File: config.mk
export PLATFORM = sky130hd
export DESIGN_NAME = lbist_seq_ctrl
export DESIGN_NICKNAME = d
export VERILOG_FILES = /design/src/rtl/lbist_seq_ctrl_pkg.sv /design/src/rtl/lbist_seq_ctrl_cycle_cnt.sv /design/src/rtl/lbist_seq_ctrl.sv
export SDC_FILE = /design/constraint.sdc
export NUM_CORES = 1
export LEC_CHECK = 0
export CELL_PAD_IN_SITES_DETAIL_PLACEMENT = 0
export CELL_PAD_IN_SITES_GLOBAL_PLACEMENT = 1
export CORE_ASPECT_RATIO = 1.75
export CORE_MARGIN = 3
export CORE_UTILIZATION = 35
export CTS_CLUSTER_DIAMETER = 150
export DETAILED_ROUTE_END_ITERATION = 12
export HOLD_SLACK_MARGIN = 0.02
export PLACE_DENSITY_LB_ADDON = 0.1
export SLEW_MARGIN = 20
export SYNTH_ARGS = -nofsm -noshare
export SYNTH_HDL_FRONTEND = slang
export SYNTH_SLANG_ARGS = --single-unit
File: constraint.sdc
create_clock -name clk -period 2.2 [get_ports clk]
set_input_delay 0.33 -clock clk [delete_from_list [all_inputs] [get_ports clk]]
set_output_delay 0.33 -clock clk [all_outputs]
set_load 0.01 [all_outputs]
File: src/rtl/lbist_seq_ctrl_pkg.sv
// Shared definitions for the LBIST sequencer: state encoding, default
// parameter values used by the LFSR/MISR/comp siblings, and small helpers.
package lbist_seq_ctrl_pkg;

  typedef enum logic [2:0] {
    ST_IDLE  = 3'd0,
    ST_INIT  = 3'd1,
    ST_RUN   = 3'd2,
    ST_FLUSH = 3'd3,
    ST_CMP   = 3'd4,
    ST_DONE  = 3'd5
  } lbist_state_e;

  localparam int LBIST_RC_BITS    = 8;
  localparam int LBIST_N_PATTERNS = 255;
  localparam int LBIST_PIPE_DEPTH = 1;
  localparam int LBIST_CMP_LAT    = 1;

  // One bit per control strobe, all decoded purely from a state value.
  typedef struct packed {
    logic lfsr_load;
    logic lfsr_en;
    logic misr_clr;
    logic misr_en;
    logic busy;
    logic done;
  } strobe_t;

  // Width of the shared counter: must hold the largest reload value.
  function automatic int lbist_cnt_width(int n, int d, int l);
    int m;
    m = n;
    if (d > m) m = d;
    if (l > m) m = l;
    return $clog2(m + 1);
  endfunction

  // Moore decode of the control strobes for a given state.
  function automatic strobe_t lbist_decode(lbist_state_e st);
    strobe_t s;
    s = '0;
    case (st)
      ST_IDLE:  s = '0;
      ST_INIT:  begin s.lfsr_load = 1'b1; s.misr_clr = 1'b1; s.busy = 1'b1; end
      ST_RUN:   begin s.lfsr_en = 1'b1; s.misr_en = 1'b1; s.busy = 1'b1; end
      ST_FLUSH: begin s.misr_en = 1'b1; s.busy = 1'b1; end
      ST_CMP:   s.busy = 1'b1;
      ST_DONE:  s.done = 1'b1;
      default:  s = '0;
    endcase
    return s;
  endfunction

endpackage

File: src/rtl/lbist_seq_ctrl_cycle_cnt.sv
// Loadable down-counter shared by the RUN, FLUSH and CMP phases.
// Load has priority over decrement; the caller never decrements at zero.
module lbist_cycle_cnt #(
  parameter int W = 8
) (
  input  logic         clk,
  input  logic         rst_n,
  input  logic         load,
  input  logic         dec,
  input  logic [W-1:0] load_val,
  output logic         zero
);

  logic [W-1:0] cnt;

  // Count register: reload, step down, or hold.
  always_ff @(posedge clk or negedge rst_n) begin
    if (!rst_n) begin
      cnt <= {W{1'b0}};
    end else if (load) begin
      cnt <= load_val;
    end else if (dec) begin
      cnt <= cnt - {{(W-1){1'b0}}, 1'b1};
    end else begin
      cnt <= cnt;
    end
  end

  assign zero = (cnt == {W{1'b0}});

endmodule

File: src/rtl/lbist_seq_ctrl.sv
// LBIST sequencer: seeds the LFSR, clears the MISR, applies N_PATTERNS,
// flushes the CUT pipeline, snapshots the signature and latches the
// comparator verdict. All outputs are registered copies of the state decode.
module lbist_seq_ctrl
  import lbist_seq_ctrl_pkg::*;
#(
  parameter int RC_BITS    = LBIST_RC_BITS,
  parameter int N_PATTERNS = LBIST_N_PATTERNS,
  parameter int PIPE_DEPTH = LBIST_PIPE_DEPTH,
  parameter int CMP_LAT    = LBIST_CMP_LAT,
  parameter int CNT_W      = lbist_cnt_width(N_PATTERNS, PIPE_DEPTH, CMP_LAT)
) (
  input  logic               clk,
  input  logic               rst_n,
  input  logic               start,
  input  logic               abort,
  input  logic [RC_BITS-1:0] golden,
  input  logic [RC_BITS-1:0] misr_sig,
  input  logic               cmp_res,
  output logic               lfsr_load,
  output logic               lfsr_en,
  output logic               misr_clr,
  output logic               misr_en,
  output logic [RC_BITS-1:0] cmp_a,
  output logic [RC_BITS-1:0] cmp_b,
  output logic               busy,
  output logic               done,
  output logic               pass
);

  localparam logic [CNT_W-1:0] LD_RUN   = CNT_W'(N_PATTERNS - 1);
  localparam logic [CNT_W-1:0] LD_FLUSH = (PIPE_DEPTH > 0) ? CNT_W'(PIPE_DEPTH - 1) : {CNT_W{1'b0}};
  localparam logic [CNT_W-1:0] LD_CMP   = CNT_W'(CMP_LAT - 1);

  lbist_state_e       state;
  lbist_state_e       state_nxt;
  strobe_t            strb_q;
  logic [RC_BITS-1:0] sig_q;
  logic               cnt_load;
  logic               cnt_dec;
  logic [CNT_W-1:0]   cnt_val;
  logic               cnt_zero;

  lbist_cycle_cnt #(.W(CNT_W)) u_cnt (
    .clk      (clk),
    .rst_n    (rst_n),
    .load     (cnt_load),
    .dec      (cnt_dec),
    .load_val (cnt_val),
    .zero     (cnt_zero)
  );

  // Next-state and counter control; abort from any busy/done state wins.
  always_comb begin
    state_nxt = state;
    cnt_load  = 1'b0;
    cnt_dec   = 1'b0;
    cnt_val   = {CNT_W{1'b0}};
    if (abort && (state != ST_IDLE)) begin
      state_nxt = ST_IDLE;
    end else begin
      case (state)
        ST_IDLE: begin
          if (start && !abort) state_nxt = ST_INIT;
          else                 state_nxt = ST_IDLE;
        end
        ST_INIT: begin
          state_nxt = ST_RUN;
          cnt_load  = 1'b1;
          cnt_val   = LD_RUN;
        end
        ST_RUN: begin
          if (cnt_zero) begin
            cnt_load = 1'b1;
            if (PIPE_DEPTH > 0) begin
              state_nxt = ST_FLUSH;
              cnt_val   = LD_FLUSH;
            end else begin
              state_nxt = ST_CMP;
              cnt_val   = LD_CMP;
            end
          end else begin
            cnt_dec = 1'b1;
          end
        end
        ST_FLUSH: begin
          if (cnt_zero) begin
            state_nxt = ST_CMP;
            cnt_load  = 1'b1;
            cnt_val   = LD_CMP;
          end else begin
            cnt_dec = 1'b1;
          end
        end
        ST_CMP: begin
          if (cnt_zero) state_nxt = ST_DONE;
          else          cnt_dec   = 1'b1;
        end
        ST_DONE: begin
          if (start) state_nxt = ST_INIT;
          else       state_nxt = ST_DONE;
        end
        default: state_nxt = ST_IDLE;
      endcase
    end
  end

  // State, registered strobes, signature snapshot and verdict latch.
  always_ff @(posedge clk or negedge rst_n) begin
    if (!rst_n) begin
      state  <= ST_IDLE;
      strb_q <= '0;
      sig_q  <= {RC_BITS{1'b0}};
      pass   <= 1'b0;
    end else begin
      state  <= state_nxt;
      strb_q <= lbist_decode(state_nxt);
      if ((state != ST_CMP) && (state_nxt == ST_CMP)) sig_q <= misr_sig;
      else                                            sig_q <= sig_q;
      if ((state == ST_CMP) && (state_nxt == ST_DONE)) pass <= cmp_res;
      else if (state_nxt == ST_DONE)                   pass <= pass;
      else                                             pass <= 1'b0;
    end
  end

  assign lfsr_load = strb_q.lfsr_load;
  assign lfsr_en   = strb_q.lfsr_en;
  assign misr_clr  = strb_q.misr_clr;
  assign misr_en   = strb_q.misr_en;
  assign busy      = strb_q.busy;
  assign done      = strb_q.done;
  assign cmp_a     = sig_q;
  assign cmp_b     = golden;

endmodule
Word level (Yosys, flattened, before mapping):

Index checks and enable logic that the tools add are counted.

* register bits after elaboration: 25
* input bits: 21
* output and inout port bits: 23
* logic and storage cells: 59

* add/subtract/negate cells: 1
* eq/ne operators: 12
* multiplexer cells: 24
* reductions and logical operators: 13

Operator list (count)
* $mux 8: 4
* $pmux 3 s6: 1
* $mux 3: 5
* $mux 1: 13
* $eq 3x2->1 const B: 4
* $eq 3x3->1 const B: 4
* $logic_not 8->1: 1
* $sub 8x1->8 const B: 1
* $eq 3x1->1 const B: 2
* $logic_and 1x1->1: 4
* $reduce_or 2->1: 2
* $reduce_or 4->1: 1
* $logic_not 3->1: 1
* $ne 3x3->1 const B: 1
* $reduce_bool 3->1: 1
* $reduce_or 3->1: 1
* $ne 2x1->1 const B: 1
* $pmux 1 s2: 1
* $reduce_bool 2->1: 1
* $logic_not 1->1: 1

Longest topological paths before layout:

Gate-level depths: netlist of the first run.

* depth in word-level cells: 8
* gate-level depth with buffers: 8
* mapped depth without buffers: 7

Cells and area by module:

From an unflattened synthesis of the first run, not the netlist that was laid out.

* cells, all modules: 129
* area, all modules: 1366.3 um2

By module, submodules not included
* lbist_seq_ctrl: instances 1, cells an instance 79, area each 892.1 um2, seq. area each 425.4 um2
* lbist_cycle_cnt: instances 1, cells an instance 50, area each 474.2 um2, seq. area each 200.2 um2

Worst setup path before layout of the first run:

OpenSTA, ideal clock, no wires.

* path type: reg2reg
* start: register u_cnt.cnt[0]
* end: register u_cnt.cnt[4]
* setup time: 0.123 ns
* arrival time: 1.768 ns
* required time: 2.077 ns
* path slack: 0.309 ns
* stages on the path, launching flop included: 8
* path buffers: 0
* clock period less this slack: 1.891 ns
* cell sequence: dfrtp_1 inv_1 ha_1 nor4b_1 a31oi_1 nor3_1 a31oi_1 o221a_1

* longest elaborated chain between the ends: 5
* elaborated cells on any way between the ends: 11
* classes of those cells: 1 x add/sub; 8 x mux; 2 x reduce/logical

Ends and longest elaborated chain
* start: declaration: line lbist_seq_ctrl_cycle_cnt.sv:14 `logic [W-1:0] cnt;`
* start signal: assignment: line lbist_seq_ctrl_cycle_cnt.sv:19 `cnt <= {W{1'b0}};`
* start signal: assignment: line lbist_seq_ctrl_cycle_cnt.sv:21 `cnt <= load_val;`
* start signal: assignment: line lbist_seq_ctrl_cycle_cnt.sv:23 `cnt <= cnt - {{(W-1){1'b0}}, 1'b1};`
* parallel branches: the longest is 5 deep, another holds $sub 8x1->8

Parallel ways; which one is timed is not known. The select of a mux whose other input is x is not followed.
A chain may end at the register's enable or synchronous reset.

Worst setup path after layout of the first run:

* start: register u_cnt.cnt[0]
* end: register pass

* longest elaborated chain between the ends: 7
* elaborated cells on any way between the ends: 10
* classes of those cells: 2 x eq/ne; 6 x mux; 2 x reduce/logical

Ends and longest elaborated chain
* $logic_not 8->1 (*): line lbist_seq_ctrl_cycle_cnt.sv:29 `assign zero = (cnt == {W{1'b0}});`
* $mux 3 (on tied branches): line lbist_seq_ctrl.sv:96, lbist_seq_ctrl.sv:73, lbist_seq_ctrl.sv:87
* $pmux 3 s6 (*): line lbist_seq_ctrl.sv:62 `case (state)`
* $mux 3 (*): line lbist_seq_ctrl.sv:59 `if (abort && (state != ST_IDLE)) begin`
* net state_nxt[2]: line lbist_seq_ctrl.sv:36 `lbist_state_e state_nxt;`
* $eq 3x3->1 (*): line lbist_seq_ctrl.sv:120, lbist_seq_ctrl.sv:121
* $logic_and 1x1->1: line lbist_seq_ctrl.sv:120 `if ((state == ST_CMP) && (state_nxt == ST_DONE)) pass <= cmp_res;`
* $ne 2x1->1 (no line) / $mux 1 (equally long branches)
* end signal: assignment: line lbist_seq_ctrl.sv:120
* end signal: assignment: line lbist_seq_ctrl.sv:121 `else if (state_nxt == ST_DONE) pass <= pass;`
* end: declaration: line lbist_seq_ctrl.sv:28 `output logic pass`

Mark *: on every way through the listed nets, which the timed path passes. The rest lies on a longest branch.

==> flow_summary_export.csv, run 1 <==
group,metric,value,unit
global_route,first_global_vias,1092,
pwr,peakVddDrop,0.4488,mV
logic_synthesis,ys_ff_latch,25,
timing,max_freq,492.2,MHz
logic_synthesis,yosysTopAreaCellShare,45.83,%
logic_synthesis,ys.flop_type,"dfrtp_1",
setup_path,critPathMaxFanout,6,
setup_path,reg2reg_slack,0.17,ns
route,drtAntennaViolNets,0,
place,place.gp.congestion,0.7999,
clock_network,cts-root-buf,"clkbuf_8",
timing,setup_viol,0,
logic_synthesis,synth_warnings,0,
place,detailed_place_hpwl,2364,um
pwr,intPower,754.4,uW
global_route,grt_overflow_total,0,
timing,relSlewSlack,74.85,%
timing,worst_pin_slew,0.3749,ns
logic_synthesis,avgSynthCellArea,11.19,um^2
timing,finalClockSkew,0.001785,ns
setup_path,crit_chain,"inv_1, ha_1, or4b_4, nor2_4, nand4b_1, a21oi_2, nor3b_2",
timing,whs,0.4257,ns
timing,finalSetupTns,0,ns
pwr,seqPwrFrac,51.6,%
clock_network,htreeDepth,1,
clock_network,clock_tree.buffer_depth,2,
outcome,outcome,"complete, no violations",
floorplan,io_pins,44,
floorplan,die_h,88.62,um
pwr,p_sw_share,28.51,%
logic_synthesis,syn_area,0.001365,mm^2
clock_network,cts_sinks,25,
setup_path,critPathLaunchType,"flip-flop",
clock_network,cts_hold_buf,0,
pwr,leakagePower,0.0007101,uW
route,drc,0,
pwr,power_frac_clock,25.8,%
clock_network,clkTransAtPathRegs,0.09,ns
route,wirelength,3056,um
floorplan,chipWidth,53.21,um
setup_path,critPathCaptureType,"flip-flop",
clock_network,cts_setup_buffers,0,
timing,finalHoldViolCount,0,
logic_synthesis,synth_area_leaders,"dfrtp_1, mux2_2, buf_4, o22a_1, o21a_1",
floorplan,core-area,0.003701,mm^2
clock_network,cts_resized,0,
cells_and_area,nets,174,
floorplan,initial_utilization,36.88,%
global_route,grt_usage,14.31,%
setup_path,r2r_cells,7,
cells_and_area,diodes,0,
route,vias,1025,
route,vias_per_cell,5.230,
global_route,grt_max_degree,26,
setup_path,r2r_end,"pass",
timing,slew_viol_final,0,
logic_synthesis,yosysTopAreaCell,"dfrtp_1",
setup_path,r2r_start,"u_cnt.cnt[0]",
setup_path,crit_required,2.39,ns
clock_network,cts-buffers-inserted,3,
worst_hold_path,hold_class,"in2async",
clock_network,cts_tree,"yes",
route,drtIter0Drc,19,
timing,fin_crit_sh,92.35,%
logic_synthesis,synth_cell_types,40,
logic_synthesis,synth_edf_count,0,
global_route,grt_pass1_wl,4912,um
logic_synthesis,syn_inst,122,
clock_network,clk_latency,0.26,ns
job,maxCapViolCount,0,
logic_synthesis,syn_nets,145,
global_route,grt_antenna_before_repair,0,
setup_path,crit_type,"reg2reg",
timing,period_needed,2.032,ns
pwr,power_density,610.8,mW/mm^2
setup_path,crit_slowest_cell,"or4b_4",
cells_and_area,drive_gt1_share,22.67,%
route,first_pass_iters,4,
pwr,p_comb_share,22.6,%
floorplan,die_area,0.004715,mm^2
timing,rsz0062_at_grt,"no",
cells_and_area,area_growth,26.58,%
route,avgRoutedWirePerCell,15.59,um
logic_synthesis,synthArstFlopShare,100.0,%
setup_path,crit_arrival,2.22,ns
pwr,p_switching,300.9,uW
setup_path,max_stage_delay,0.50,ns
place,numPortBuffers,27,
floorplan,rows,29,
logic_synthesis,ys_seq_area_share,45.83,%
## layout make-up
class	count	area, um^2
clock buffer	4	45.04
fill	365	1973
inverter	2	7.507
multi-input combinational	81	639.4
sequential	25	625.6
tap	46	57.56
timing repair buffer	38	352.8
## per-layer routing
layer | part of all wire [%] | global-route usage, % | wire length [um] | up-vias
li1 | - | - | - | 492
met1 | 38 | 14.68 | 1153 | 503
met2 | 57 | 26.93 | 1738 | 26
met3 | 3.9 | 2.530 | 120 | 4
met4 | 1.4 | 6.279 | 44 | 0
met5 | 0 | 0 | 0 | -
## metrics by stage
stage / util, % / total power (uW) / instance area (um^2) / std cells / setup slack, ns
3_3_place_gp: 45.47 / 782.8 / 1683 / 192 / 0.2054
4_1_cts: 46.69 / 1072 / 1728 / 196 / 0.1148
3_5_place_dp: 45.47 / 794.4 / 1683 / 192 / 0.1239
2_1_floorplan: - / 708.4 / 1365 / 122 / 0.3090
5_1_grt: 46.69 / 1120 / 1728 / 196 / 0.01664
6_report: 46.69 / 1055 / 1728 / 196 / 0.1683
## cell families (layout without fill, tap and decap cells)
logic type	after synthesis	in the layout	synth area share, %
adder cells (fa/ha/maj)	2	2	1.833
buffers and inverters	16	44	7.332
multiplexers	9	9	7.333
flip-flops	25	25	45.83
XOR/XNOR	1	1	0.6417
AND/OR/NAND/NOR	36	36	17.60
AO/OA/AOI/OAI	33	33	19.43
## placed cells by master, fill, tap and decap left out, types with 2 or more instances in the layout
master,Yosys,routed
o21ai_0,3,3
a31oi_1,4,4
nor3_1,4,4
buf_4,9,11
nor2_1,9,9
nor2b_1,5,5
o22a_1,5,5
mux2_2,8,8
a21oi_1,7,7
nor2_4,2,2
inv_1,2,2
nand2_1,3,3
ha_1,2,2
clkbuf_8,0,3
clkdlybuf4s50_1,0,27
o21a_1,5,5
dfrtp_1,25,25
## worst max-delay path by stage
stage / slack [ns] / depth (start not counted) / end / from
after floorplan: 0.31 / 7 / u_cnt.cnt[4] / u_cnt.cnt[0]
after global placement: 0.21 / 8 / u_cnt.cnt[3] / u_cnt.cnt[0]
after detailed placement: 0.12 / 8 / u_cnt.cnt[3] / u_cnt.cnt[0]
after CTS: 0.11 / 8 / u_cnt.cnt[3] / u_cnt.cnt[0]
after global routing: 0.02 / 8 / u_cnt.cnt[3] / u_cnt.cnt[0]
final: 0.17 / 7 / pass / u_cnt.cnt[0]
## state kept, by name, indices dropped and copies added, names as in the netlist
register	flops
state	3
lfsr_en	1
misr_en	1
cmp_a	8
misr_clr	1
done	1
pass	1
u_cnt.cnt	8
busy	1
## worst max-delay path, delay by kind of cell, from the launching register on
kind	cells	cell delay [ns]
buf+inv	1	0.12
fa+ha+maj	1	0.17
compound gates	1	0.22
simple gates	4	1.04
flops	1	0.40
## cells in the mapped netlist, types with 2 or more instances
| library cell | instances |
|---|---|
| ha_1 | 2 |
| o21a_1 | 5 |
| a21oi_1 | 7 |
| nor2_1 | 9 |
| nand2_1 | 3 |
| nor3_1 | 4 |
| a31oi_1 | 4 |
| buf_2 | 5 |
| nor2b_1 | 5 |
| o21ai_0 | 3 |
| dfrtp_1 | 25 |
| o22a_1 | 5 |
| inv_1 | 2 |
| buf_4 | 9 |
| nor2_4 | 2 |
| mux2_2 | 8 |
## power by group through the flow
stage	logic, uW	clock network, uW	registers, uW
detailed placement	241	0	553
floorplan	161	0	547
global route	268	300	553
CTS	242	285	544
finish	238	272	544
global placement	234	0	549
No activity file was read; power rests on OpenSTA's default activity.
==> run 2, diff against run 1 <==
Settings changed: HOLD_SLACK_MARGIN 0.02 to 0.08.
Clock period 2.2 ns to 2 ns, I/O delays scaled along.
==> run 2 against run 1 <==
- clock power up 7.4%
- total power up 19%
- utilization up 3.7 points
- critical path depth down 1
- first-iteration DRC count down 26%
- sequential power up 8.8%
- die area unchanged
- largest cell class unchanged
==> flow_summary_export.csv, run 2 (same netlist as run 1, synthesis figures left out) <==
group,metric,value,unit
cells_and_area,layout_commonest_cell,"clkdlybuf4s50_1",
setup_path,critPathMaxFanout,8,
clock_network,cts-root-buf,"clkbuf_8",
setup_path,crit_required,2.15,ns
place,placedCellCount,202,
setup_path,r2r_start,"u_cnt.cnt[1]",
setup_path,crit_type,"reg2reg",
clock_network,cts_tree,"yes",
timing,finalHoldViolCount,0,
clock_network,htreeDepth,1,
floorplan,initial_utilization,36.88,%
cells_and_area,fin_area,0.001863,mm^2
setup_path,crit_slowest_cell,"or4b_4",
timing,fin_crit_sh,95.76,%
clock_network,clk_latency,0.27,ns
cells_and_area,drive_gt1_share,32.10,%
timing,slew_viol_final,0,
floorplan,io_pins,44,
cells_and_area,multiInputGateArea,684.4,um^2
setup_path,critPathLaunchType,"flip-flop",
global_route,grt_usage,14.48,%
timing,whs,0.3887,ns
floorplan,chipWidth,53.21,um
timing,max_freq,522.1,MHz
setup_path,r2r_end,"cmp_a[4]",
setup_path,crit_chain,"inv_2, ha_4, or4b_4, nor2_4, nand4_4, mux2_2",
setup_path,cp.depth,6,
worst_hold_path,hold_class,"in2async",
clock_network,clkTransAtPathRegs,0.09,ns
route,vias,1060,
setup_path,critPathCaptureType,"flip-flop",
timing,relSlewSlack,70.39,%
cells_and_area,mostFrequentLayoutCells,"clkdlybuf4s50_1, dfrtp_1, buf_4, nor2_1, mux2_2",
timing,finalClockSkew,0.007077,ns
clock_network,cts_hold_buf,0,
timing,period_needed,1.915,ns
route,vias_per_cell,5.096,
global_route,grt_overflow_total,0,
floorplan,die_area,0.004715,mm^2
setup_path,r2r_cells,6,
global_route,grt_max_degree,26,
setup_path,critical-path-top-delay-family,"simple AND/OR/NAND/NOR gates",
pwr,leakagePower,0.0007682,uW
place,place.gp.congestion,0.7634,
route,drtIter0Drc,14,
floorplan,core-area,0.003701,mm^2
pwr,peakVddDrop,0.4592,mV
cells_and_area,n_fill_cell,361,
setup_path,path_buf_inv,1,
setup_path,crit_arrival,2.07,ns
place,place_ws,0.01710,ns
timing,setup_viol,0,
route,avgRoutedWirePerCell,14.40,um
setup_path,max_stage_delay,0.49,ns
place,numPortBuffers,27,
route,first_pass_iters,4,
place,detailed_place_hpwl,2317,um
global_route,first_global_vias,1149,
route,drtAntennaViolNets,0,
pwr,power_density,671.5,mW/mm^2
timing,finalSetupTns,0,ns
clock_network,cts_sinks,25,
timing,worst_pin_slew,0.4421,ns
cells_and_area,area_growth,36.48,%
clock_network,cts-buffers-inserted,3,
cells_and_area,layout.cells.non_filler,208,
cells_and_area,diodes,0,
route,wirelength,2996,um
global_route,grt_antenna_before_repair,0,
floorplan,rows,29,
place,postPlaceCellArea,0.001758,mm^2
route,drc,0,
cells_and_area,nets,186,
global_route,grt_pass1_wl,5092,um
cells_and_area,regArea,625.6,um^2
clock_network,clock_tree.buffer_depth,2,
setup_path,crit_path_start,"u_cnt.cnt[1]",
timing,setup_slack,0.08471,ns
timing,rsz0062_at_grt,"yes",
setup_path,reg2reg_slack,0.08,ns
floorplan,die_h,88.62,um
job,maxCapViolCount,0,
outcome,outcome,"complete, no violations",
setup_path,cp-endpoint,"cmp_a[4]",
[run 2: worst min-delay path by stage]
stage / start / end / slack [ns]
CTS: rst_n / cmp_a[7] / 0.40
floorplan: rst_n / busy / 0.004
global route: rst_n / u_cnt.cnt[7] / 0.42
detailed placement: cmp_a[0] / cmp_a[0] / 0.49
finish: rst_n / cmp_a[7] / 0.39
global placement: cmp_a[3] / cmp_a[3] / 0.49
[run 2: routing by layer]
layer / part of all wire, % / vias up / routed length, um / track usage [%]
li1: - / 514 / - / -
met1: 36 / 514 / 1086 / 15.11
met2: 58 / 28 / 1748 / 27.37
met3: 3.8 / 4 / 115 / 2.024
met4: 1.5 / 0 / 46 / 6.279
met5: 0 / - / 0 / 0
[run 2: cell type report]
| class | instances | area share [%] |
|---|---|---|
| multi-input combinational | 81 | 36.74 |
| sequential | 25 | 33.58 |
| timing repair buffer | 50 | 23.77 |
| tap | 46 | 3.089 |
| clock buffer | 4 | 2.418 |
| inverter | 2 | 0.4030 |
[run 2: power breakdown]
part / switching (uW) / total, uW / internal, uW
sequential: 39.1 / 592 / 553
combinational: 166 / 367 / 201
clock: 150 / 292 / 142
total: 355 / 1250 / 896
[run 2: per-stage QoR]
stage          utilization, %  total power [uW]
6_report                50.34              1251
5_1_grt                 50.34              1336
4_1_cts                 49.09              1248
3_5_place_dp            47.50             943.0
3_3_place_gp            47.50             928.4
2_1_floorplan               -             779.3
[run 2: timing repair]
item	4_1_cts	5_1_grt
gates resized for setup	4	6
buffers inserted	1	1
pin swaps	4	4
setup endpoints to repair	3	17
